<file path="src/rtl/ram_dp_arbiter.sv">
// Two-requester arbiter/sequencer for a simple dual-port RAM with registered read.
// Independent round-robin on the write and read ports, tagged read return, same-cycle write->read bypass.
module ram_dp_arbiter #(
    parameter int ADDR_W = 8,
    parameter int DATA_W = 8
) (
    input  logic              AClkH,
    input  logic              AResetH,
    input  logic              AClkHEn,
    input  logic              AReqA,
    input  logic              AWrA,
    input  logic [ADDR_W-1:0] AAddrA,
    input  logic [DATA_W-1:0] AMosiA,
    output logic              AAckA,
    output logic [DATA_W-1:0] AMisoA,
    output logic              AMisoVldA,
    input  logic              AReqB,
    input  logic              AWrB,
    input  logic [ADDR_W-1:0] AAddrB,
    input  logic [DATA_W-1:0] AMosiB,
    output logic              AAckB,
    output logic [DATA_W-1:0] AMisoB,
    output logic              AMisoVldB,
    output logic [ADDR_W-1:0] ARamAddrWr,
    output logic [DATA_W-1:0] ARamMosi,
    output logic              ARamWrEn,
    output logic [ADDR_W-1:0] ARamAddrRd,
    input  logic [DATA_W-1:0] ARamMiso
);

    logic [1:0]        w_req;
    logic [1:0]        w_wr;
    logic [ADDR_W-1:0] w_addr [2];
    logic [DATA_W-1:0] w_mosi [2];
    logic [1:0]        w_wr_cand;
    logic [1:0]        w_rd_cand;
    logic [1:0]        w_wr_gnt;
    logic [1:0]        w_rd_gnt;
    logic              w_wr_sel;
    logic              w_rd_sel;
    logic              w_en;
    logic [1:0]        w_ack;
    logic [1:0]        w_vld;
    logic [DATA_W-1:0] w_miso [2];
    logic [DATA_W-1:0] w_rd_data;

    logic              r_ram_wr_en;
    logic [ADDR_W-1:0] r_ram_addr_wr;
    logic [DATA_W-1:0] r_ram_mosi;
    logic [ADDR_W-1:0] r_ram_addr_rd;
    logic              r_rd_vld1;
    logic              r_tag1;
    logic              r_rd_vld2;
    logic              r_tag2;
    logic              r_byp;
    logic [DATA_W-1:0] r_byp_data;
    logic              r_wr_last;   // 1 = B was last granted
    logic              r_rd_last;

    assign w_req     = {AReqB, AReqA};
    assign w_wr      = {AWrB, AWrA};
    assign w_addr[0] = AAddrA;
    assign w_addr[1] = AAddrB;
    assign w_mosi[0] = AMosiA;
    assign w_mosi[1] = AMosiB;

    assign w_en      = AClkHEn & ~AResetH;
    assign w_wr_cand = w_req & w_wr;
    assign w_rd_cand = w_req & ~w_wr;

    // Under contention the requester that was not granted last wins.
    assign w_wr_gnt[0] = w_en & w_wr_cand[0] & (~w_wr_cand[1] | r_wr_last);
    assign w_wr_gnt[1] = w_en & w_wr_cand[1] & (~w_wr_cand[0] | ~r_wr_last);
    assign w_rd_gnt[0] = w_en & w_rd_cand[0] & (~w_rd_cand[1] | r_rd_last);
    assign w_rd_gnt[1] = w_en & w_rd_cand[1] & (~w_rd_cand[0] | ~r_rd_last);
    assign w_wr_sel    = w_wr_gnt[1];
    assign w_rd_sel    = w_rd_gnt[1];

    assign w_rd_data = r_byp ? r_byp_data : ARamMiso;

    generate
        for (genvar gi = 0; gi < 2; gi++) begin : g_req
            assign w_ack[gi]  = w_wr_gnt[gi] | w_rd_gnt[gi];
            assign w_vld[gi]  = w_en & r_rd_vld2 & (r_tag2 == 1'(gi));
            assign w_miso[gi] = w_vld[gi] ? w_rd_data : '0;
        end
    endgenerate

    assign AAckA     = w_ack[0];
    assign AAckB     = w_ack[1];
    assign AMisoVldA = w_vld[0];
    assign AMisoVldB = w_vld[1];
    assign AMisoA    = w_miso[0];
    assign AMisoB    = w_miso[1];

    // A registered write is suppressed while stalled or in reset so it is never issued twice or after reset.
    assign ARamWrEn   = r_ram_wr_en & w_en;
    assign ARamAddrWr = r_ram_addr_wr;
    assign ARamMosi   = r_ram_mosi;
    assign ARamAddrRd = r_ram_addr_rd;

    always_ff @(posedge AClkH) begin
        if (AResetH) begin
            r_ram_wr_en   <= 1'b0;
            r_ram_addr_wr <= '0;
            r_ram_mosi    <= '0;
            r_ram_addr_rd <= '0;
            r_rd_vld1     <= 1'b0;
            r_tag1        <= 1'b0;
            r_rd_vld2     <= 1'b0;
            r_tag2        <= 1'b0;
            r_byp         <= 1'b0;
            r_byp_data    <= '0;
            r_wr_last     <= 1'b1;
            r_rd_last     <= 1'b1;
        end else if (AClkHEn) begin
            r_ram_wr_en <= |w_wr_gnt;
            if (|w_wr_gnt) begin
                r_ram_addr_wr <= w_addr[w_wr_sel];
                r_ram_mosi    <= w_mosi[w_wr_sel];
                r_wr_last     <= w_wr_sel;
            end
            r_rd_vld1 <= |w_rd_gnt;
            if (|w_rd_gnt) begin
                r_ram_addr_rd <= w_addr[w_rd_sel];
                r_tag1        <= w_rd_sel;
                r_rd_last     <= w_rd_sel;
            end
            r_rd_vld2 <= r_rd_vld1;
            r_tag2    <= r_tag1;
            // The RAM returns pre-write data when both ports hit one address in the same cycle.
            r_byp     <= r_ram_wr_en & r_rd_vld1 & (r_ram_addr_rd == r_ram_addr_wr);
            if (r_ram_wr_en & r_rd_vld1 & (r_ram_addr_rd == r_ram_addr_wr))
                r_byp_data <= r_ram_mosi;
        end
    end

endmodule

</file>
<file path="config.mk">
export PLATFORM = sky130hd
export DESIGN_NAME = ram_dp_arbiter
export DESIGN_NICKNAME = d
export VERILOG_FILES = /design/src/rtl/ram_dp_arbiter.sv
export SDC_FILE = /design/constraint.sdc
export NUM_CORES = 1
export LEC_CHECK = 0
export ABC_AREA = 1
export BUFFER_PORTS_ARGS = -buffer_cell sky130_fd_sc_hd__buf_2
export CAP_MARGIN = 20
export CORE_UTILIZATION = 35
export CTS_CLUSTER_SIZE = 8
export DETAILED_ROUTE_END_ITERATION = 16
export SKIP_LAST_GASP = 1
export SYNTH_ARGS = -nofsm -noshare
export SYNTH_HDL_FRONTEND = slang
export SYNTH_SLANG_ARGS = --single-unit
</file>
<file path="constraint.sdc">
create_clock -name AClkH -period 3.6 [get_ports AClkH]
set_input_delay 0.18 -clock AClkH [delete_from_list [all_inputs] [get_ports AClkH]]
set_output_delay 0.18 -clock AClkH [all_outputs]
set_load 0.01 [all_outputs]
</file>
After elaboration in Yosys (flattened, before gate mapping)

Cells that the tools add are included.

Multiplexer cells: 12
$lt $le $gt $ge: 2
Bitwise gates (word level): 34
Eq/ne operators: 1
Reductions and logical operators: 5

Operators with widths:

| cell                 | count |
|---|---|
| $mux W8              | 12 |
| $and A1 B1 Y1        | 15 |
| $eq A8 B8 Y1         | 1 |
| $not A1 Y1           | 8 |
| $or A1 B1 Y1         | 6 |
| $reduce_and A2 Y1    | 3 |
| $and A2 B2 Y2        | 2 |
| $ge A2 B2 Y1 const B | 2 |
| $not A1 Y2           | 2 |
| $reduce_or A2 Y1     | 2 |
| $not A2 Y2           | 1 |

Logic and storage cells: 66
Register bits after elaboration: 40

Logic depth before layout (Yosys ltp)

Gate-level depths: netlist (run 1).

Word-level depth: 9
Mapped depth: 9
Mapped depth without buffers: 9

Worst setup path after synthesis (run 1)

Ideal clock, no wire load.

Path kind: register to output
From: register r_tag2
To: output port AMisoB[0]
Data arrival time: 1.121 ns
Path buffers: 0
Cell stages (with the launch flop): 5
Data required time: 3.420 ns
Path slack: 2.299 ns
Cell sequence: dfxtp_1 > inv_1 > nor3_1 > inv_1 > nor2_1

Cells in the longest elaborated chain, start to end: 2

Ends and longest elaborated chain:

| what                     | RTL line | source |
|---|---|---|
| start: declaration       | 54       | `logic r_tag2;` |
| start signal: assignment | 130      | `r_tag2 <= r_tag1;` |
| $and A1 B1 Y1            | 84       | `assign w_vld[gi] = w_en & r_rd_vld2 & (r_tag2 == 1'(gi));` |
| via AMisoVldB            | 23       | `output logic AMisoVldB,` |
| $mux W8                  | 85       | `assign w_miso[gi] = w_vld[gi] ? w_rd_data : '0;` |
| end: declaration         | 22       | `output logic [DATA_W-1:0] AMisoB,` |

The timed path passes the listed nets, and every way through them passes these cells.

Worst setup path after layout (run 1)

From: input port AResetH
To: output port AAckB

Cells in the longest elaborated chain, start to end: 5

Ends and longest elaborated chain:

| what                                          | RTL line | source |
|---|---|---|
| start: declaration                            | 8        | `input logic AResetH,` |
| $not A1 Y1 *                                  | 67       | `assign w_en = AClkHEn & ~AResetH;` |
| $and A1 B1 Y1 *                               | 67       |  |
| $and A1 B1 Y1 (on tied branches) (2 in a row) | 73, 75   |  |
| $or A1 B1 Y1 *                                | 83       | `assign w_ack[gi] = w_wr_gnt[gi] \| w_rd_gnt[gi];` |
| end: declaration                              | 21       | `output logic AAckB,` |

Mark *: on every way between the ends. The rest lies on a longest branch, timed or not.

==> results of run 1 <==
[flip-flops by register name, indices dropped and copies added (netlist names), 8 cells and up]
| register | cells |
|---|---|
| ARamAddrRd | 8 |
| ARamMosi | 8 |
| ARamAddrWr | 8 |
| r_byp_data | 8 |
[stage by stage]
stage	utilization	worst slack [ps]	cell area [um^2]
CTS	0.4539	1688	2932
floorplan	-	2299	2387
finish	0.4539	1729	2932
detailed placement	0.4419	1677	2854
global placement	0.4419	1728	2854
global route	0.4539	1538	2932
[area by class of cell]
cell class	instances	share of cell area
Inverter	75	0.09603
Sequential cell	40	0.2732
Clock inverter	1	0.001707
Timing Repair Buffer	92	0.1579
Multi-Input combinational cell	238	0.4136
Clock buffer	6	0.02475
Tap cell	77	0.03286
[critical path: cells and delay by family]
family	cells	cell delay, ps
buffers and inverters	3	770
AND/OR/NAND/NOR	4	720
[worst min path at each step]
stage	cells after the start	from	to
2_1_floorplan	2	AClkHEn	r_rd_vld2$_SDFFE_PP0P_
3_3_place_gp	2	r_tag1$_SDFFE_PP0P_	r_tag1$_SDFFE_PP0P_
3_5_place_dp	2	r_tag1$_SDFFE_PP0P_	r_tag1$_SDFFE_PP0P_
4_1_cts	5	AMosiA[5]	ARamMosi[5]$_SDFFE_PP0P_
5_1_grt	5	AMosiA[4]	ARamMosi[4]$_SDFFE_PP0P_
6_report	5	AMosiA[5]	ARamMosi[5]$_SDFFE_PP0P_
[logic make-up after synthesis]
family,synth area share
xor+xnor,0.007339
buf+inv,0.1567
mux,0.03354
flops,0.3354
compound gates,0.2123
simple gates,0.2547
[cells in the mapped netlist (all sizes together)]
cell type  instances
mux2i              8
a21oi             23
nor3               3
inv               75
o21bai             8
xnor2              1
o21ai             55
xor2               1
nand3b             1
nand2             77
o211ai             1
nor2              48
nand4              8
nand3              4
buf               11
clkbuf             2
dfxtp             40
[power by group through the flow]
stage,registers [W],logic [W],clock network [W]
6_report,0.000479,0.000184,0.000281
5_1_grt,0.000481,0.000211,0.000312
4_1_cts,0.000478,0.000185,0.000293
3_5_place_dp,0.000489,0.000184,0
3_3_place_gp,0.000489,0.000181,0
2_1_floorplan,0.000493,0.000113,0
[layer usage]
layer  GRT usage  wire [um]  up-vias
met2      0.2949       2818       69
met3     0.03933        318        4
met4     0.04931         44        0
li1            -          -     1311
met1      0.2498       3038     1064
met5           0          0        -
==> impl_metrics.tcl, run 1 <==
set metrics [dict create \
    outcome "finished, final reports clean" \
    clk_pin_slew_ps 70 \
    cts_hold_buf 0 \
    path_common_cell "buf_2" \
    setup_viol 0 \
    cts_repair_resize_count 0 \
    total_power_w 0.0009432 \
    r2r_end "r_byp_data[7]$_SDFFE_PP0P_" \
    synth_largest_area_cell "dfxtp_1" \
    ys_ff_latch 40 \
    placed_cells 522 \
    p_per_area_nw_per_um2 321.7 \
    regArea_um2 800.8 \
    coreArea_um2 6459 \
    synth_nets 413 \
    sw_frac_of_total 0.2941 \
    endpoint_kind "output port" \
    synth.avg_cell_area_um2 6.523 \
    period_minus_slack_ps 1871 \
    track_usage 0.1837 \
    r2r-start "ARamAddrWr[7]$_SDFFE_PP0P_" \
    drc 0 \
    worst_setup_path_start_kind "input port" \
    final_max_slew_viol_count 0 \
    drt-wirelength-per-cell_um 11.75 \
    cap_violations 0 \
    combPwrFrac 0.195 \
    cts_tree "done" \
    dr_total_vias 2448 \
    synth_cells 366 \
    grt_pass1_wl_um 10580 \
    routed_wirelength_um 6218 \
    htree_levels 2 \
    yosys.area.top_type_share 0.3354 \
    layout_commonest_cell "buf_2" \
    diodes 0 \
    dr.pass1.iters 6 \
    fmax_mhz 534.4 \
    fin_nets 499 \
    area_growth_pct 22.80 \
    fillerInstances 706 \
    worstMarginPinSlew_ps 825.8 \
    clk_latency_ps 290 \
    place_congestion 0.8271 \
    final_cells 529 \
    p_leak_nw 1.658 \
    pwr-share-seq 0.507 \
    ys_seq_area_frac 0.3354 \
    r2r_cells 7 \
    dp_hpwl_um 4712 \
    antenna_left 0 \
    finalCritPeriodShare 0.5198 \
    startpoint "AResetH" \
    fin_skew_ps 4.255 \
    io_buffers 91 \
    fin_setup_tns_ps 0 \
    finalHoldViolations 0 \
    ir_worst_vdd_uv 151.8 \
    relSlewSlack 0.4474 \
    die_area_um2 7155 \
    drive_gt1_frac 0.2588 \
    clockBufferDepth 2 \
    ys_warn_count 0 \
    start_util 0.3696 \
    final_cell_mix "buf_2, nand2_1, inv_1, nor2_1, dfxtp_1" \
    cts_buffers 5 \
    cts_sinks 40 \
    r2r_slack_ps 2010 \
    grt_max_degree 35 \
    rows 29 \
    cts_root_buffer "clkbuf_8" \
    power.switching_w 0.0002774 \
    synth_area_leaders "dfxtp_1, nand2_1, inv_1" \
    syn_area_um2 2387 \
    crit_end "AAckB" \
    worstSetupPathType "in2out" \
    ios 92 \
    clkPwrFrac 0.298 \
    critPathRequiredTime_ps 3420 \
    cp_cell_sequence "buf_2, inv_2, nand2_4, nor2_2, nand2_2, nand2_1, buf_2" \
    cp.arrival_ps 1690 \
    grt_pass1_vias 2273 \
    cpPeakStageDelay_ps 340 \
    drt-vias-per-instance 4.628 \
    hold_path_class "in2reg" \
    drtIter0Drc 143 \
    die_w_um 84.59 \
    ys_types 29 \
    worstPathMaxFanout 22 \
    hold_ws_ps 193.6 \
    grt.overflow.total 0 \
    rsz0062_at_grt "false" \
    die_h_um 84.59 \
    critPathSlowestCell "buf_2" \
    grt_antenna_before_repair 0 \
    multi_input_area_um2 1212 \
    post-cts-setup-buffers 0 \
    internal_power_w 0.0006658 \
]
Power figures use the tool's default switching activity.
==> run 2, diff against run 1 <==
==> constraint.sdc (replaced) <==
create_clock -name AClkH -period 1.8 [get_ports AClkH]
set_input_delay 0.09 -clock AClkH [delete_from_list [all_inputs] [get_ports AClkH]]
set_output_delay 0.09 -clock AClkH [all_outputs]
set_load 0.01 [all_outputs]
==> impl_metrics.tcl, run 2 (synthesized netlist as in run 1, its figures left out) <==
set metrics [dict create \
    routed_wirelength_um 6095 \
    rsz0062_at_grt "false" \
    cts_hold_buf 0 \
    layout_commonest_cell "buf_2" \
    place_congestion 0.7926 \
    hold_start "AAddrA[6]" \
    grt_antenna_before_repair 0 \
    cts_tree "done" \
    drc 0 \
    htree_levels 2 \
    grt_max_degree 22 \
    final_cells 538 \
    track_usage 0.1756 \
    cts_repair_resize_count 0 \
    outcome "finished, final reports clean" \
    worst_setup_path_start_kind "flop" \
    final_util 0.4777 \
    ir_worst_vdd_uv 441.2 \
    drtIter0Drc 111 \
    fin_skew_ps 6.587 \
    relSlewSlack 0.6925 \
    diodes 0 \
    dr.pass1.iters 6 \
    endpoint_kind "output port" \
    cts_root_buffer "clkbuf_8" \
    fin_nets 507 \
    cts_sinks 40 \
    p_leak_nw 1.739 \
    placed_cells 530 \
    startpoint "r_wr_last$_SDFFE_PP1P_" \
    cp.arrival_ps 1530 \
    cap_violations 0 \
    ios 92 \
    clockBufferDepth 2 \
    final_cell_mix "buf_2, nand2_1, inv_1, nor2_1, dfxtp_1" \
    dr_total_vias 2468 \
    drive_gt1_frac 0.2755 \
    finalCritPeriodShare 0.8980 \
    dp_slack_ps 434.4 \
    hold_ws_ps 106.4 \
    worstSetupPathType "reg2out" \
    die_h_um 84.59 \
    io_buffers 91 \
    die_w_um 84.59 \
    cts_buffers 5 \
    finalHoldViolations 0 \
    worstMarginPinSlew_ps 459.6 \
    worstPathMaxFanout 16 \
    start_util 0.3696 \
    setup_viol 0 \
    post-cts-setup-buffers 0 \
    coreArea_um2 6459 \
    critPathRequiredTime_ps 1710 \
    p_per_area_nw_per_um2 760.8 \
    layout_setup_ws_ps 183.6 \
    rows 29 \
    drt-wirelength-per-cell_um 11.33 \
    fin_setup_tns_ps 0 \
    die_area_um2 7155 \
    r2r-start "r_wr_last$_SDFFE_PP1P_" \
    antenna_left 0 \
    clk_latency_ps 290 \
    clk_pin_slew_ps 80 \
    grt_pass1_wl_um 10050 \
    final_max_slew_viol_count 0 \
    period_minus_slack_ps 1616 \
    grt.overflow.total 0 \
    drt-vias-per-instance 4.587 \
    dp_hpwl_um 4746 \
    grt_pass1_vias 2181 \
    area_growth_pct 29.25 \
    hold_path_class "in2reg" \
    fmax_mhz 618.7 \
]
## run 2: layout make-up
cell class | instances | area, um^2
Tap cell | 77 | 96.34
Inverter | 75 | 281.5
Multi-Input combinational cell | 238 | 1212
Sequential cell | 40 | 800.8
Timing Repair Buffer | 100 | 535.5
Fill cell | 675 | 3373
Clock inverter | 3 | 90.09
Clock buffer | 5 | 68.82
## run 2: stage by stage
stage / total power, W / cell area, um^2
finish: 0.002348 / 3085
global route: 0.002470 / 3085
CTS: 0.002375 / 3085
detailed placement: 0.001359 / 2927
global placement: 0.001352 / 2927
floorplan: 0.001211 / 2387
## run 2: final timing paths
| path | end | slack, ps | depth (start not counted) |
|---|---|---|---|
| worst max-delay path | AAckB | 180 | 5 |
| worst min-delay path | ARamAddrRd[6]$_SDFFE_PP0P_ | 110 | 5 |
| worst max register to register | ARamMosi[7]$_SDFFE_PP0P_ | 410 | 6 |
| worst min register to register | r_tag1$_SDFFE_PP0P_ | 460 | 2 |
## run 2: power by group
group          internal, W  total, W  switching, W
Combinational     0.000157  0.000380      0.000223
Clock             0.000693   0.00101      0.000317
Sequential        0.000924  0.000957     0.0000333
## run 2: worst max-delay path, stage by stage (launching register included)
cell and delay [ps]:
dfxtp_1 340, inv_1 80, o21ai_4 410, buf_12 200, nand2_1 50, buf_2 150
## run 2: per-layer routing
| layer | vias to the layer above | share of wire | wire, um | GRT usage |
|---|---|---|---|---|
| li1 | 1329 | - | - | - |
| met1 | 1060 | 0.49 | 3011 | 0.2295 |
| met2 | 65 | 0.44 | 2676 | 0.2846 |
| met3 | 14 | 0.043 | 265 | 0.03638 |
| met4 | 0 | 0.023 | 142 | 0.06780 |
| met5 | - | 0 | 0 | 0 |
==> run 3, diff against run 2 <==
==> constraint.sdc (replaced) <==
create_clock -name AClkH -period 1.8 [get_ports AClkH]
set_input_delay 0.09 -clock AClkH [delete_from_list [all_inputs] [get_ports AClkH]]
set_output_delay 0.09 -clock AClkH [all_outputs]
set_load 0.005 [all_outputs]
==> impl_metrics.tcl, run 3 (synthesized netlist as in run 1, its figures left out) <==
set metrics [dict create \
    rows 29 \
    rsz0062_at_grt "false" \
    power.switching_w 0.0005595 \
    path_buf_inv 3 \
    endpoint_kind "output port" \
    coreArea_um2 6459 \
    sw_frac_of_total 0.2628 \
    cts_root_buffer "clkbuf_8" \
    hold_path_class "in2reg" \
    grt_pass1_wl_um 9963 \
    dp_hpwl_um 4666 \
    start_util 0.3696 \
    p_leak_nw 1.726 \
    grt_max_degree 22 \
    hold_ws_ps 105.8 \
    r2r-start "r_wr_last$_SDFFE_PP1P_" \
    whs_path_depth 5 \
    final_util 0.4727 \
    cp.arrival_ps 1500 \
    hold_start "AMosiA[2]" \
    drc 0 \
    cts_tree "done" \
    cts_sinks 40 \
    worstSetupPathType "reg2out" \
    grt_antenna_before_repair 0 \
    clk_pin_slew_ps 80 \
    drt-wirelength-per-cell_um 11.13 \
    grt.overflow.total 0 \
    combPwrFrac 0.172 \
    grt_pass1_vias 2117 \
    track_usage 0.1758 \
    dr_total_vias 2444 \
    area_growth_pct 27.88 \
    fin_setup_tns_ps 0 \
    setup_viol 0 \
    drt-vias-per-instance 4.543 \
    diodes 0 \
    antenna_left 0 \
    dr.pass1.iters 7 \
    fmax_mhz 630.3 \
    worstMarginPinSlew_ps 460.3 \
    cap_violations 0 \
    ios 92 \
    worst_setup_path_start_kind "flop" \
    p_per_area_nw_per_um2 697.4 \
    fin_skew_ps 7.579 \
    cpPeakStageDelay_ps 410 \
    r2r_cells 6 \
    final_max_slew_viol_count 0 \
    fin_nets 507 \
    relSlewSlack 0.6927 \
    cts_repair_resize_count 0 \
    clkPwrFrac 0.378 \
    r2r_end "ARamMosi[7]$_SDFFE_PP0P_" \
    clockBufferDepth 2 \
    r2r_slack_ps 400 \
    die_h_um 84.59 \
    clk_latency_ps 290 \
    post-cts-setup-buffers 0 \
    worstPathMaxFanout 16 \
    die_area_um2 7155 \
    finalHoldViolations 0 \
    die_w_um 84.59 \
    drtIter0Drc 112 \
    fillerInstances 689 \
    io_buffers 91 \
    critPathSlowestCell "o21ai_4" \
    holdPathEnd "ARamMosi[2]$_SDFFE_PP0P_" \
    cts_hold_buf 0 \
    dp_slack_ps 424.0 \
    ir_worst_vdd_uv 316.2 \
    drive_gt1_frac 0.2755 \
    outcome "finished, final reports clean" \
    layout_setup_ws_ps 213.5 \
    cp_cell_sequence "inv_1, o21ai_4, buf_12, nand2_1, buf_2" \
    routed_wirelength_um 5990 \
    place_congestion 0.8425 \
    finalCritPeriodShare 0.8814 \
    internal_power_w 0.001570 \
    htree_levels 2 \
    period_minus_slack_ps 1587 \
    final_cell_mix "buf_2, nand2_1, inv_1, nor2_1, dfxtp_1" \
    pwr-share-seq 0.449 \
    critPathRequiredTime_ps 1710 \
    crit_family "buffers and inverters" \
    cts_buffers 5 \
    layout_commonest_cell "buf_2" \
]
-- run 3: cell types whose count changed in the layout (fill, tap and decap cells not counted) --
cell,change
bufinv_16,-2
clkbuf_8,+2
-- run 3: worst max-delay path by stage --
stage	from	end	slack, ps	depth (start not counted)
5_1_grt	r_wr_last$_SDFFE_PP1P_	AAckB	100	5
4_1_cts	r_wr_last$_SDFFE_PP1P_	AAckB	200	5
3_5_place_dp	r_wr_last$_SDFFE_PP1P_	ARamMosi[7]$_SDFFE_PP0P_	420	6
3_3_place_gp	r_wr_last$_SDFFE_PP1P_	ARamMosi[7]$_SDFFE_PP0P_	450	6
6_report	r_wr_last$_SDFFE_PP1P_	AAckB	210	5
2_1_floorplan	ARamAddrRd[7]$_SDFFE_PP0P_	r_byp_data[0]$_SDFFE_PP0P_	560	7
-- run 3: per-stage QoR --
stage	cell area, um^2	power, W	instances
6_report	3053	0.002129	538
5_1_grt	3053	0.002253	538
4_1_cts	3053	0.002149	538
3_5_place_dp	2927	0.001344	530
3_3_place_gp	2927	0.001339	530
2_1_floorplan	2387	0.001197	366
-- run 3: power by group through the flow --
stage / registers (W) / logic, W / clock network (W)
2_1_floorplan: 0.000974 / 0.000224 / 0
3_5_place_dp: 0.000977 / 0.000367 / 0
4_1_cts: 0.000956 / 0.000369 / 0.000824
3_3_place_gp: 0.000977 / 0.000361 / 0
6_report: 0.000956 / 0.000367 / 0.000806
5_1_grt: 0.000962 / 0.000420 / 0.000871
-- run 3: routing by layer --
metal,GRT usage,up-vias,routed length (um)
met4,0.04777,0,78
met1,0.2309,1045,2978
li1,-,1329,-
met3,0.03736,7,256
met2,0.2919,63,2677
met5,0,-,0
-- run 3: worst min-delay path, delay by kind of cell --
kind,cells,cell delay [ps]
compound gates,2,130
buf+inv,2,120
simple gates,1,40
-- run 3: final cells by class --
type                       instances  area [um^2]  share of cell area
multi-input combinational        238         1212              0.3971
tap                               77        96.34             0.03156
sequential                        40        800.8              0.2623
inverter                          75        281.5             0.09221
timing repair buffer             100        535.5              0.1754
clock buffer                       7        96.34             0.03156
clock inverter                     1        30.03            0.009836
